$ cat config.mk
export PLATFORM = sky130hd
export DESIGN_NAME = iter_mul_unit_flat
export DESIGN_NICKNAME = d
export VERILOG_FILES = /design/src/rtl/iter_mul_unit_if.sv /design/src/rtl/iter_mul_unit.sv /design/src/flat_wrapper.sv
export SDC_FILE = /design/constraint.sdc
export NUM_CORES = 1
export LEC_CHECK = 0
export ABC_AREA = 1
export BUFFER_PORTS_ARGS = -buffer_cell sky130_fd_sc_hd__buf_2
export CAP_MARGIN = 10
export CORE_MARGIN = 8
export CORE_UTILIZATION = 40
export CTS_BUF_LIST = sky130_fd_sc_hd__clkbuf_8
export CTS_CLUSTER_SIZE = 16
export DETAILED_ROUTE_END_ITERATION = 8
export GPL_TIMING_DRIVEN = 0
export MAX_ROUTING_LAYER = met4
export PLACE_DENSITY = 0.68
export SLEW_MARGIN = 20
export SYNTH_ARGS = -nofsm -noshare
export SYNTH_HDL_FRONTEND = slang
export SYNTH_SLANG_ARGS = --single-unit
$ cat constraint.sdc
create_clock -name clk -period 3.8 [get_ports clk]
set_input_delay 0.76 -clock clk [delete_from_list [all_inputs] [get_ports clk]]
set_output_delay 0.76 -clock clk [all_outputs]
set_load 0.03 [all_outputs]
$ cat src/rtl/iter_mul_unit_if.sv
// Request/response bundle between the CPU write-back stage and the iterative multiplier.
interface iter_mul_unit_if #(
  parameter int WIDTH = 32
);
  logic                 mul_start;
  logic                 mul_signed;
  logic [WIDTH-1:0]     mul_src1;
  logic [WIDTH-1:0]     mul_src2;
  logic                 mul_busy;
  logic                 mul_end;
  logic [2*WIDTH-1:0]   mul_product;

  modport master (
    output mul_start, mul_signed, mul_src1, mul_src2,
    input  mul_busy, mul_end, mul_product
  );

  modport slave (
    input  mul_start, mul_signed, mul_src1, mul_src2,
    output mul_busy, mul_end, mul_product
  );
endinterface

$ cat src/rtl/iter_mul_unit.sv
// Iterative shift-add multiplier (IDLE/BUSY/DONE), radix-2 by default.
// Define MUL_RADIX4_EN to retire two multiplier bits per BUSY cycle.
module iter_mul_unit #(
  parameter int WIDTH = 32
) (
  input  logic          clk,
  input  logic          reset,
  iter_mul_unit_if.slave bus
);

`ifdef MUL_RADIX4_EN
  localparam int ITERS = WIDTH / 2;
`else
  localparam int ITERS = WIDTH;
`endif
  localparam int CNT_W = $clog2(WIDTH + 1);

  typedef enum logic [1:0] {IDLE, BUSY, DONE} state_t;

  state_t               state_q;
  logic [2*WIDTH-1:0]   mcand_q;
  logic [WIDTH-1:0]     mplier_q;
  logic [2*WIDTH-1:0]   acc_q;
  logic [CNT_W-1:0]     cnt_q;
  logic                 neg_q;
  logic                 busy_q;
  logic                 end_q;
  logic [2*WIDTH-1:0]   product_q;

  logic [2*WIDTH-1:0]   addend;
  logic [2*WIDTH-1:0]   acc_d;
  logic [2*WIDTH-1:0]   mcand_d;
  logic [WIDTH-1:0]     mplier_d;
  logic [2*WIDTH-1:0]   mcand_ext;

  // Most-negative input maps onto 2^(WIDTH-1), which fits the unsigned magnitude.
  function automatic logic [WIDTH-1:0] mag(input logic [WIDTH-1:0] v, input logic sgn);
    return (sgn && v[WIDTH-1]) ? -v : v;
  endfunction

  function automatic logic [2*WIDTH-1:0] apply_sign(input logic [2*WIDTH-1:0] v, input logic neg);
    return neg ? -v : v;
  endfunction

  assign mcand_ext = {{WIDTH{1'b0}}, mag(bus.mul_src1, bus.mul_signed)};

`ifdef MUL_RADIX4_EN
  logic [2*WIDTH-1:0]   mcand3_q;
  logic [2*WIDTH-1:0]   mcand3_d;

  always_comb begin
    addend = '0;
    case (mplier_q[1:0])
      2'd1:    addend = mcand_q;
      2'd2:    addend = mcand_q << 1;
      2'd3:    addend = mcand3_q;
      default: addend = '0;
    endcase
    acc_d    = acc_q + addend;
    mcand_d  = mcand_q << 2;
    mcand3_d = mcand3_q << 2;
    mplier_d = mplier_q >> 2;
  end

  always_ff @(posedge clk) begin
    if (reset) begin
      mcand3_q <= '0;
    end else if (state_q == IDLE && bus.mul_start) begin
      mcand3_q <= mcand_ext + (mcand_ext << 1);
    end else if (state_q == BUSY) begin
      mcand3_q <= mcand3_d;
    end
  end
`else
  always_comb begin
    addend   = mplier_q[0] ? mcand_q : '0;
    acc_d    = acc_q + addend;
    mcand_d  = mcand_q << 1;
    mplier_d = mplier_q >> 1;
  end
`endif

  // Outputs are registered so the DONE cycle presents a stable product and pulse.
  always_ff @(posedge clk) begin
    if (reset) begin
      state_q   <= IDLE;
      mcand_q   <= '0;
      mplier_q  <= '0;
      acc_q     <= '0;
      cnt_q     <= '0;
      neg_q     <= 1'b0;
      busy_q    <= 1'b0;
      end_q     <= 1'b0;
      product_q <= '0;
    end else begin
      case (state_q)
        IDLE: begin
          if (bus.mul_start) begin
            state_q  <= BUSY;
            busy_q   <= 1'b1;
            mcand_q  <= mcand_ext;
            mplier_q <= mag(bus.mul_src2, bus.mul_signed);
            neg_q    <= bus.mul_signed & (bus.mul_src1[WIDTH-1] ^ bus.mul_src2[WIDTH-1]);
            acc_q    <= '0;
            cnt_q    <= CNT_W'(ITERS);
          end
        end
        BUSY: begin
          acc_q    <= acc_d;
          mcand_q  <= mcand_d;
          mplier_q <= mplier_d;
          cnt_q    <= cnt_q - CNT_W'(1);
          if (cnt_q == CNT_W'(1)) begin
            state_q   <= DONE;
            end_q     <= 1'b1;
            product_q <= apply_sign(acc_d, neg_q);
          end
        end
        DONE: begin
          state_q <= IDLE;
          busy_q  <= 1'b0;
          end_q   <= 1'b0;
        end
        default: begin
          state_q <= IDLE;
          busy_q  <= 1'b0;
          end_q   <= 1'b0;
        end
      endcase
    end
  end

  assign bus.mul_busy    = busy_q;
  assign bus.mul_end     = end_q;
  assign bus.mul_product = product_q;

endmodule
$ cat src/flat_wrapper.sv
// flat-port wrapper written by rule: the top's interface ports become plain ports
module iter_mul_unit_flat 
#(
  parameter int WIDTH = 32
)
  (clk, reset, bus_mul_start, bus_mul_signed, bus_mul_src1, bus_mul_src2, bus_mul_busy, bus_mul_end, bus_mul_product);
  iter_mul_unit_if #(.WIDTH(WIDTH)) bus_i ();
  input  logic clk;
  input  logic reset;
  input wire logic [$bits(bus_i.mul_start)-1:0] bus_mul_start;
  input wire logic [$bits(bus_i.mul_signed)-1:0] bus_mul_signed;
  input wire logic [$bits(bus_i.mul_src1)-1:0] bus_mul_src1;
  input wire logic [$bits(bus_i.mul_src2)-1:0] bus_mul_src2;
  output wire logic [$bits(bus_i.mul_busy)-1:0] bus_mul_busy;
  output wire logic [$bits(bus_i.mul_end)-1:0] bus_mul_end;
  output wire logic [$bits(bus_i.mul_product)-1:0] bus_mul_product;
  assign bus_i.mul_start = bus_mul_start;
  assign bus_i.mul_signed = bus_mul_signed;
  assign bus_i.mul_src1 = bus_mul_src1;
  assign bus_i.mul_src2 = bus_mul_src2;
  assign bus_mul_busy = bus_i.mul_busy;
  assign bus_mul_end = bus_i.mul_end;
  assign bus_mul_product = bus_i.mul_product;
  iter_mul_unit #(.WIDTH(WIDTH)) u_core (.clk(clk), .reset(reset), .bus(bus_i));
endmodule
==> results.json <==
{
  "fp.dieH_um": 234,
  "reg2regPathDepth": 18,
  "yosys_warnings": 0,
  "fin_crit_sh_pct": 96.2,
  "p_sw_mw": 2.14,
  "cts-buffers-inserted": 41,
  "min_path_type": "primary input to flop",
  "via_per_inst": 5.13,
  "crit_type": "flop to flop",
  "cellInternalPower_mw": 4.35,
  "grt_setup_unrepaired": "true",
  "synth_edf_count": 0,
  "gp_congestion": 1.03,
  "htree_levels": 2,
  "fin_util_pct": 47.4,
  "synth_top_area_share_pct": 26.0,
  "hold_ws_ns": 0.438,
  "nets": 3743,
  "power_density_mw_per_mm2": 289,
  "grt_busiest_layer": "met2",
  "ir_worst_vdd_uv": 186,
  "worstPathMaxFanout": 10,
  "syn_avg_cell_area_um2": 5.57,
  "synth_top_area_cell": "nand2_1",
  "drc": 0,
  "cts_hold_buf": 0,
  "end_kind": "flop",
  "cap_violations": 0,
  "num-fill-cells": 5193,
  "async_reset_ff_share_pct": 0,
  "synth_cells": 3414,
  "ys_seq_elements": 235,
  "ctsRootBufferMaster": "clkbuf_8",
  "grt_use_met2_pct": 41.4,
  "p_total_mw": 6.49,
  "grt_first_pass_wirelength_um": 109000,
  "grt_max_degree": 14,
  "fin_setup_tns_ns": 0,
  "finClkSkew_ns": 0.0275,
  "dieArea_mm2": 0.0548,
  "core-area_mm2": 0.0473,
  "place_inst": 4162,
  "r2r-end": "u_core.bus.mul_product[63]",
  "synth_nets": 3551,
  "fmax_mhz": 273,
  "grt-ovfl-total": 0,
  "worst_setup_path_start_kind": "flop",
  "tightest_slew_ns": 1.08,
  "clock_power_share_pct": 38.9,
  "wl_per_cell_um": 16.9,
  "ys_seq_area_share_pct": 24.7,
  "cts_sinks": 235,
  "die_w_um": 234,
  "grt_util_all_layers_pct": 26.1,
  "ant_nets": 0,
  "drive_above_1_share_pct": 15.0,
  "cts.clk_slew.worst_paths_ns": 0.07,
  "drt_iter0_drc": 1706,
  "clk-insertion-delay-late_ns": 0.63,
  "regToRegStartpoint": "u_core.mplier_q[0]",
  "final_cells": 4252,
  "period_minus_slack_ns": 3.66,
  "holdPathStages": 3,
  "hold_start": "bus_mul_start",
  "finalHoldViolCount": 0,
  "io_pins": 134,
  "first_pass_iters": 6,
  "cts_tree": "yes",
  "wl_um": 71900,
  "dp_hpwl_um": 58500,
  "power_frac_comb_pct": 20.7,
  "netlist_area_mm2": 0.0190,
  "maxSlewHeadroom_pct": 27.8,
  "switching_share_pct": 32.9,
  "antenna_found_initial": 0,
  "clockBufferDepth": 3,
  "power_frac_seq_pct": 40.5,
  "r2r_slack_ns": 0.14,
  "antenna_cells": 0,
  "status": "completed",
  "leakagePower_nw": 11.4,
  "grt_pass1_vias": 19752,
  "area_growth_pct": 18.0,
  "cp.arrival_ns": 4.22,
  "port_buffers": 133,
  "initial_core_util_pct": 40.2,
  "crit_required_ns": 4.36,
  "netlist_top_cells_area": "nand2_1, dfxtp_1, inv_1",
  "grt.met1_usage_pct": 34.3,
  "num_vias": 21807,
  "final-max-slew-violation-count": 0,
  "worstHoldEndpoint": "u_core.bus.mul_busy",
  "ys.flop_type": "dfxtp_1",
  "yosysUniqueCellTypes": 47,
  "setup_viol": 0,
  "rows": 80,
  "gr-usage-met3_pct": 3.30
}
[power groups by stage]
stage,Sequential [mW],Clock (mW),Combinational [mW]
floorplan,2.70,0,0.742
global placement,2.68,0,1.19
detailed placement,2.68,0,1.19
CTS,2.62,2.57,1.22
global route,2.64,2.68,1.45
finish,2.63,2.52,1.34
[Yosys cell counts (4+ instances only)]
library cell / n
nand2_1: 1315
inv_1: 504
nor2_1: 296
a21oi_1: 240
dfxtp_1: 235
nand3_1: 216
o21ai_0: 93
clkbuf_1: 87
ha_1: 68
a31oi_1: 57
nand4_1: 35
xor2_1: 31
nand3b_1: 28
nor3_1: 26
nor2_2: 23
inv_2: 18
o21ai_1: 14
nand2_2: 13
xnor2_1: 11
a22oi_1: 10
or2_2: 10
nor3_2: 8
buf_1: 7
nor2_4: 7
o21bai_1: 7
nor4_1: 6
a211oi_1: 5
and2_1: 5
clkinv_1: 5
nand3_2: 5
o221ai_1: 4
[final cells by class]
| cell class | instances | area [um2] | area share, % |
|---|---|---|---|
| plain buffers | 103 | 450 | 2.01 |
| clock buffers | 52 | 716 | 3.19 |
| clock inverters | 22 | 176 | 0.786 |
| inverters | 527 | 1980 | 8.81 |
| multi-input cells | 2549 | 12800 | 57.2 |
| flip-flops and latches | 235 | 4710 | 21.0 |
| well taps | 615 | 769 | 3.43 |
| repair buffers | 149 | 803 | 3.58 |
[state kept, by name (all words and copies together), names as in the netlist]
| name | count |
|---|---|
| u_core.mplier_q | 32 |
| u_core.cnt_q | 6 |
| u_core.neg_q | 1 |
| u_core.state_q | 2 |
| u_core.bus.mul_end | 1 |
| u_core.bus.mul_busy | 1 |
| u_core.bus.mul_product | 64 |
| u_core.acc_q | 64 |
| u_core.mcand_q | 64 |
[layout by cell type (no fill, tap or decap), types with 10 or more instances in the layout]
master and n:
inv_1 513, nand4_1 35, nor2_4 27, nor2_1 225
nor3_1 24, xor2_1 29, nand3_2 17, o21ai_1 14
a21oi_2 15, nand2_1 1243, ha_1 23, o21ai_0 92
clkbuf_8 52, inv_2 21, buf_2 136, nand3b_1 28
ha_4 12, a21oi_1 226, nand3_1 202, dfxtp_1 234
ha_2 33, or2_2 10, nand2_2 80, a22oi_1 10
xnor2_1 11, buf_4 18, clkbuf_1 80, nor3_2 10
nor2_2 74, a31oi_1 57
[critical path, cell delays in order (launching register included)]
cell	delay, ns
dfxtp_4	0.37
clkbuf_16	0.17
buf_4	0.14
clkbuf_2	0.16
nand2_1	0.09
inv_1	0.05
ha_1	0.39
a21oi_1	0.24
o21ai_0	0.14
a21oi_1	0.17
nand2_1	0.06
a21oi_1	0.28
nand2_1	0.15
a21oi_1	0.40
xnor2_1	0.28
inv_1	0.23
nand2_1	0.11
nand2_1	0.05
a21oi_1	0.11
[stage by stage]
step                setup WS (ns)  area [um2]
floorplan                   0.679       19000
global placement           -0.625       20500
detailed placement         -0.613       20500
CTS                        0.0112       21500
global route              -0.0468       22400
finish                      0.143       22400
[layer usage]
| layer | up-vias | wire length (um) |
|---|---|---|
| met5 | - | 0 |
| met4 | 0 | 2510 |
| met3 | 131 | 5180 |
| met2 | 707 | 31800 |
| met1 | 9887 | 32400 |
| li1 | 11082 | - |
[cell families after synthesis]
group	count (synthesis)	synth area share [%]
fa+ha+maj	69	4.58
simple gates	1996	43.5
flops	235	24.7
buf+inv	630	12.6
compound gates	441	12.5
xor+xnor	43	2.02
[worst max path at each step]
stage,startpoint,endpoint,slack [ns],cells past startpoint
floorplan,u_core.mplier_q[0],u_core.bus.mul_product[50],0.68,22
global placement,u_core.mplier_q[0],u_core.bus.mul_product[46],-0.62,25
detailed placement,u_core.mplier_q[0],u_core.bus.mul_product[37],-0.61,22
CTS,u_core.mplier_q[0],u_core.bus.mul_product[61],0.01,22
global route,u_core.mplier_q[0],u_core.bus.mul_product[51],-0.05,24
finish,u_core.mplier_q[0],u_core.bus.mul_product[63],0.14,18
[what timing repair did]
| action | in CTS | in global routing |
|---|---|---|
| endpoints found under the setup margin | 45 | 39 |
| gates cloned | 0 | 1 |
| resized for setup | 29 | 259 |
| buffers inserted | 2 | 13 |
| pin swaps | 2 | 22 |
(Power assumes the default switching activity.)
